## config.mk

```make
export PLATFORM = sky130hd
export DESIGN_NAME = uart_reg_bridge
export DESIGN_NICKNAME = d
export VERILOG_FILES = /design/src/rtl/uart_reg_bridge.sv
export SDC_FILE = /design/constraint.sdc
export NUM_CORES = 1
export LEC_CHECK = 0
export CORE_ASPECT_RATIO = 0.75
export CORE_UTILIZATION = 65
export CTS_BUF_LIST = sky130_fd_sc_hd__clkbuf_8
export CTS_CLUSTER_SIZE = 8
export DETAILED_ROUTE_END_ITERATION = 10
export DONT_BUFFER_PORTS = 1
export GPL_TIMING_DRIVEN = 0
export HOLD_SLACK_MARGIN = 0.15
export PLACE_DENSITY = 0.84
export SLEW_MARGIN = 20
export SYNTH_ARGS = -nofsm -noshare
export SYNTH_HDL_FRONTEND = slang
export SYNTH_SLANG_ARGS = --single-unit
```

## constraint.sdc

```tcl
create_clock -name clk -period 2.3 [get_ports clk]
set_clock_uncertainty 0.1 [all_clocks]
set_input_delay 0.345 -clock clk [delete_from_list [all_inputs] [get_ports clk]]
set_output_delay 0.345 -clock clk [all_outputs]
set_load 0.05 [all_outputs]
```

## src/rtl/uart_reg_bridge.sv

```systemverilog
// UART command responder: pops 'W'/'R' frames from the receive FIFO, runs one
// register-bus access per frame and pushes a single response byte.
module uart_reg_bridge #(
  parameter int unsigned ADDR_W        = 8,
  parameter int unsigned DATA_W        = 8,
  parameter int unsigned BUS_TIMEOUT   = 255,
  parameter int unsigned FRAME_TIMEOUT = 65535
) (
  input  logic              clk,
  input  logic              reset,
  input  logic [7:0]        rx_data,
  input  logic              rx_empty,
  output logic              rd_uart,
  output logic [7:0]        tx_data,
  output logic              wr_uart,
  input  logic              tx_full,
  output logic [ADDR_W-1:0] reg_addr,
  output logic [DATA_W-1:0] reg_wdata,
  output logic              reg_we,
  output logic              reg_req,
  input  logic              reg_ack,
  input  logic [DATA_W-1:0] reg_rdata,
  output logic              busy,
  output logic              frame_err,
  output logic              bus_err
);

  localparam int unsigned BCW = $clog2(BUS_TIMEOUT + 1);
  localparam int unsigned FCW = $clog2(FRAME_TIMEOUT + 1);

  localparam logic [7:0] CMD_W = 8'h57;
  localparam logic [7:0] CMD_R = 8'h52;
  localparam logic [7:0] ACK   = 8'h06;
  localparam logic [7:0] NAK   = 8'h15;

  localparam logic [2:0] IDLE     = 3'd0;
  localparam logic [2:0] GET_ADDR = 3'd1;
  localparam logic [2:0] GET_DATA = 3'd2;
  localparam logic [2:0] BUS_REQ  = 3'd3;
  localparam logic [2:0] SEND     = 3'd4;

  logic [2:0]     state, state_nxt;
  logic           is_write;
  logic           ferr_pend;
  logic [7:0]     resp;
  logic [BCW-1:0] bus_cnt;
  logic [FCW-1:0] frame_cnt;

  logic       in_frame, pop, cmd_ok, fto, ack_hit, bto, bus_done, push;
  logic [7:0] bus_resp;

  // rd_uart is registered, so a pop is held off while the previous strobe is
  // still high; otherwise a stale rx_empty could trigger a second pop.
  assign in_frame = (state == GET_ADDR) || (state == GET_DATA);
  assign pop      = (in_frame || state == IDLE) && !rx_empty && !rd_uart;
  assign cmd_ok   = (rx_data == CMD_W) || (rx_data == CMD_R);
  assign fto      = in_frame && !pop && (frame_cnt == FCW'(FRAME_TIMEOUT - 1));
  assign ack_hit  = (state == BUS_REQ) && reg_req && reg_ack;
  assign bto      = (state == BUS_REQ) && reg_req && !reg_ack &&
                    (bus_cnt == BCW'(BUS_TIMEOUT - 1));
  assign bus_done = ack_hit || bto;
  assign bus_resp = ack_hit ? (is_write ? ACK : 8'(reg_rdata)) : NAK;
  assign push     = !tx_full && !wr_uart && ((state == SEND) || bus_done);

  always_comb begin
    state_nxt = state;
    case (state)
      IDLE:     if (pop) state_nxt = cmd_ok ? GET_ADDR : SEND;
      GET_ADDR: if (pop) state_nxt = is_write ? GET_DATA : BUS_REQ;
                else if (fto) state_nxt = IDLE;
      GET_DATA: if (pop) state_nxt = BUS_REQ;
                else if (fto) state_nxt = IDLE;
      BUS_REQ:  if (bus_done) state_nxt = SEND;
      SEND:     if (wr_uart) state_nxt = IDLE;
      default:  state_nxt = IDLE;
    endcase
  end

  always_ff @(posedge clk or posedge reset) begin
    if (reset) begin
      state     <= IDLE;
      rd_uart   <= 1'b0;
      wr_uart   <= 1'b0;
      tx_data   <= '0;
      reg_req   <= 1'b0;
      reg_we    <= 1'b0;
      reg_addr  <= '0;
      reg_wdata <= '0;
      busy      <= 1'b0;
      frame_err <= 1'b0;
      bus_err   <= 1'b0;
      is_write  <= 1'b0;
      ferr_pend <= 1'b0;
      resp      <= '0;
      bus_cnt   <= '0;
      frame_cnt <= '0;
    end else begin
      state     <= state_nxt;
      busy      <= (state_nxt != IDLE);
      rd_uart   <= pop;
      wr_uart   <= push;
      ferr_pend <= pop && (state == IDLE) && !cmd_ok;
      frame_err <= ferr_pend || fto;
      bus_err   <= bto;
      // A bus completion with room in the TX FIFO pushes straight away; SEND
      // then only waits out the strobe cycle.
      if (push) tx_data <= (state == SEND) ? resp : bus_resp;

      if (pop || !in_frame || fto) frame_cnt <= '0;
      else                         frame_cnt <= frame_cnt + FCW'(1);

      case (state)
        IDLE: if (pop) begin
          is_write <= (rx_data == CMD_W);
          resp     <= NAK;
        end
        GET_ADDR: if (pop) reg_addr  <= ADDR_W'(rx_data);
        GET_DATA: if (pop) reg_wdata <= DATA_W'(rx_data);
        BUS_REQ: begin
          if (!reg_req) begin
            reg_req <= 1'b1;
            reg_we  <= is_write;
            bus_cnt <= '0;
          end else if (bus_done) begin
            reg_req <= 1'b0;
            resp    <= bus_resp;
          end else begin
            bus_cnt <= bus_cnt + BCW'(1);
          end
        end
        default: ;
      endcase
    end
  end

endmodule

```

==> flow_metrics.env <==
export IMPL_vias=2153
export IMPL_rr_startpoint="rd_uart$_DFF_PP0_"
export IMPL_tightest_slew_ns=0.573
export IMPL_drc=0
export IMPL_gr_total_overflow=0
export IMPL_cp_arrival_ns=2.34
export IMPL_layout_nets=329
export IMPL_p_switching_mw=1.23
export IMPL_cp_max_fo=5
export IMPL_wl_met2_mm=2.97
export IMPL_worst_skew_pair_late_latency_ns=0.34
export IMPL_p_comb_frac=0.128
export IMPL_clkPwrFrac=0.309
export IMPL_yosys_warnings=0
export IMPL_htreeDepth=3
export IMPL_io_pins=52
export IMPL_die_x_um=81.8
export IMPL_rsz0062_at_grt="no"
export IMPL_synth_nets=299
export IMPL_grtUsageTotal=0.274
export IMPL_fp_dieH_um=61.9
export IMPL_setup_viol=0
export IMPL_path_clk_slew_ns=0.07
export IMPL_met3WireLength_um=382
export IMPL_finalHoldViolCount=0
export IMPL_yosys_register_bits=68
export IMPL_gp_congestion=0.782
export IMPL_syn_area_um2=3110
export IMPL_status="completed"
export IMPL_core_area_um2=4520
export IMPL_async_flop_share=1.00
export IMPL_synth_avg_cell_area_um2=11.3
export IMPL_cp_start_kind="register"
export IMPL_antenna_cells=0
export IMPL_synth_edff_count=0
export IMPL_slew_headroom=0.618
export IMPL_final_cells=365
export IMPL_drtIter0Drc=76
export IMPL_powerDensity_nw_per_um2=935
export IMPL_cts_root_buffer="clkbuf_8"
export IMPL_ir_drop_mv=0.729
export IMPL_cap_violations=0
export IMPL_power_mw=3.38
export IMPL_timing_final_crit_share=0.939
export IMPL_routed_top_layer="met4"
export IMPL_routedWlPerCell_um=17.2
export IMPL_p_seq_frac=0.563
export IMPL_grt_pass1_wl_mm=9.87
export IMPL_crit_required_ns=2.48
export IMPL_drt_met1_wl_mm=2.83
export IMPL_io_buffers=0
export IMPL_p_int_mw=2.15
export IMPL_std_cell_rows=21
export IMPL_via_per_inst=5.90
export IMPL_switching_share=0.364
export IMPL_dp_cells=332
export IMPL_grt_max_degree=54
export IMPL_timing_final_crit_period_ns=2.16
export IMPL_antenna_found_initial=0
export IMPL_max_freq_ghz=0.463
export IMPL_wirelength_mm=6.29
export IMPL_worstSetupStartpoint="rd_uart$_DFF_PP0_"
export IMPL_power_leakage_nw=1.65
export IMPL_area_delta_synth_final_pct=16.2
export IMPL_min_from="reg_rdata[7]"
export IMPL_drv_slew=0
export IMPL_synth_cells=274
export IMPL_numCtsBuffers=9
export IMPL_clockBufferDepth=2
export IMPL_first_pass_iters=4
export IMPL_cts_sinks=68
export IMPL_final_antenna_net_count=0
export IMPL_drive_gt1_frac=0.179
export IMPL_netlist_cell_type_count=46
export IMPL_path_class="reg2reg"
export IMPL_cts_setup_buffers=0
export IMPL_start_util=0.688
export IMPL_dieArea_um2=5060
export IMPL_ys_flop_type="dfrtp_1"
export IMPL_hold_path_class="in2reg"
export IMPL_cts_tree="done"
export IMPL_yosysSeqAreaShare=0.548
export IMPL_place_hpwl_mm=4.03
export IMPL_grt_pass1_vias=2155
export IMPL_cp_end_kind="register"
==> cell usage after synthesis (2+ instances only) <==
cell	n	share of area
a21oi_1	2	0.0032
a22o_1	8	0.023
and2b_1	2	0.0048
and4_1	3	0.0085
buf_2	2	0.0032
buf_6	2	0.0072
clkbuf_1	3	0.0036
dfrtp_1	68	0.55
ha_1	4	0.016
inv_1	12	0.014
mux2_2	23	0.083
mux2i_1	2	0.0064
nand2_1	20	0.024
nand3_1	11	0.018
nand4_1	11	0.022
nor2_1	35	0.042
nor2b_1	2	0.0040
nor3_1	5	0.0081
o211ai_1	2	0.0048
o21a_1	2	0.0048
o21ai_0	8	0.013
o32a_1	2	0.0064
or3b_1	2	0.0056
xnor2_1	8	0.023
xor2_1	14	0.039
==> routing by layer <==
layer	GRT usage	vias up
met5	0	-
met4	0.0902	0
met3	0.105	13
met2	0.446	65
met1	0.342	1056
li1	-	1019
==> timing repair <==
item                                    CTS  global route
hold buffers                             18             0
hold endpoints to repair                 95             0
endpoints found under the setup margin    1             6
resized for setup                         1             1
==> stage by stage <==
step	worst slack (ns)	hold slack, ns	util	TNS (ns)	instance area [µm²]
2_1_floorplan	0.143	0.304	-	0	3110
3_3_place_gp	-0.518	0.330	0.703	-35.00	3180
4_1_cts	0.110	0.160	0.798	0	3600
5_1_grt	0.0204	0.152	0.799	0	3610
3_5_place_dp	-0.0226	0.0615	0.710	-0.0226	3210
6_report	0.140	0.169	0.799	0	3610
==> kinds of logic (layout without fill, tap and decap cells) <==
group,Yosys count,after routing,share of synthesized area
AOI/OAI and AO/OA,34,34,0.0866
xor gates and xnor gates,22,22,0.0620
adders and majority gates,4,4,0.0161
buffers and inverters,19,53,0.0286
DFF,68,68,0.548
muxes,25,25,0.0898
and+or+nand+nor,102,102,0.169
==> path summary, 6_finish.rpt <==
check                                         endpoint  slack [ns]  cells after the start
min in group asynchronous       tx_data[7]$_DFFE_PP0P_        0.31                      2
max in group asynchronous          reg_req$_DFFE_PP0N_        1.27                      3
worst max-delay path                    busy$_DFF_PP0_        0.14                      5
worst min-delay path            tx_data[7]$_DFFE_PP0P_        0.17                      2
worst min register to register     frame_err$_DFF_PP0_        0.34                      1
worst max register to register          busy$_DFF_PP0_        0.14                      5
==> placed cells by master, fill, tap and decap left out, drive strengths merged, types with 2 or more instances in the layout <==
cell type and count:
o211ai 2, dfrtp 68, o32a 2, ha 4, nand4 11, nand2 21
inv 12, clkinv 3, nand3 11, o21ai 9, and2b 2, clkbuf 12
and4 3, dlygate4sd3 18, or3b 2, a21o 2, a22o 8, nor2 35
buf 5, bufinv 2, nor3 5, mux2i 2, a21oi 2, xnor2 8
nor2b 2, o21a 2, xor2 14, mux2 23
==> state kept, by name, indices dropped and copies added, names as in the netlist <==
| signal | flops |
|---|---|
| wr_uart | 1 |
| bus_cnt | 8 |
| state | 3 |
| resp | 8 |
| tx_data | 8 |
| is_write | 1 |
| ferr_pend | 1 |
| bus_err | 1 |
| reg_req | 1 |
| reg_addr | 8 |
| reg_wdata | 8 |
| reg_we | 1 |
| frame_cnt | 16 |
| frame_err | 1 |
| rd_uart | 1 |
| busy | 1 |
==> power by group through the flow <==
stage	combinational [mW]	clock, mW	sequential, mW
6_report	0.433	1.04	1.90
5_1_grt	0.477	1.11	1.92
4_1_cts	0.423	1.06	1.90
3_5_place_dp	0.389	0	1.92
3_3_place_gp	0.372	0	1.91
2_1_floorplan	0.318	0	1.88
==> final cells by class <==
cell class,count,area (µm²)
tap,57,71.3
buffer,7,43.8
timing repair buffer,19,208
multi-input combinational,187,1330
inverter,12,47.5
clock buffer,9,124
sequential,68,1700
fill,277,907
clock inverter,6,90.1
==> worst max-delay path: stages (launching register included) <==
cell     delay, ns
dfrtp_1       0.60
or3_1         0.43
nor3_1        0.39
nand2_1       0.21
a31oi_4       0.23
or3b_1        0.13
Power figures use the tool's default switching activity.
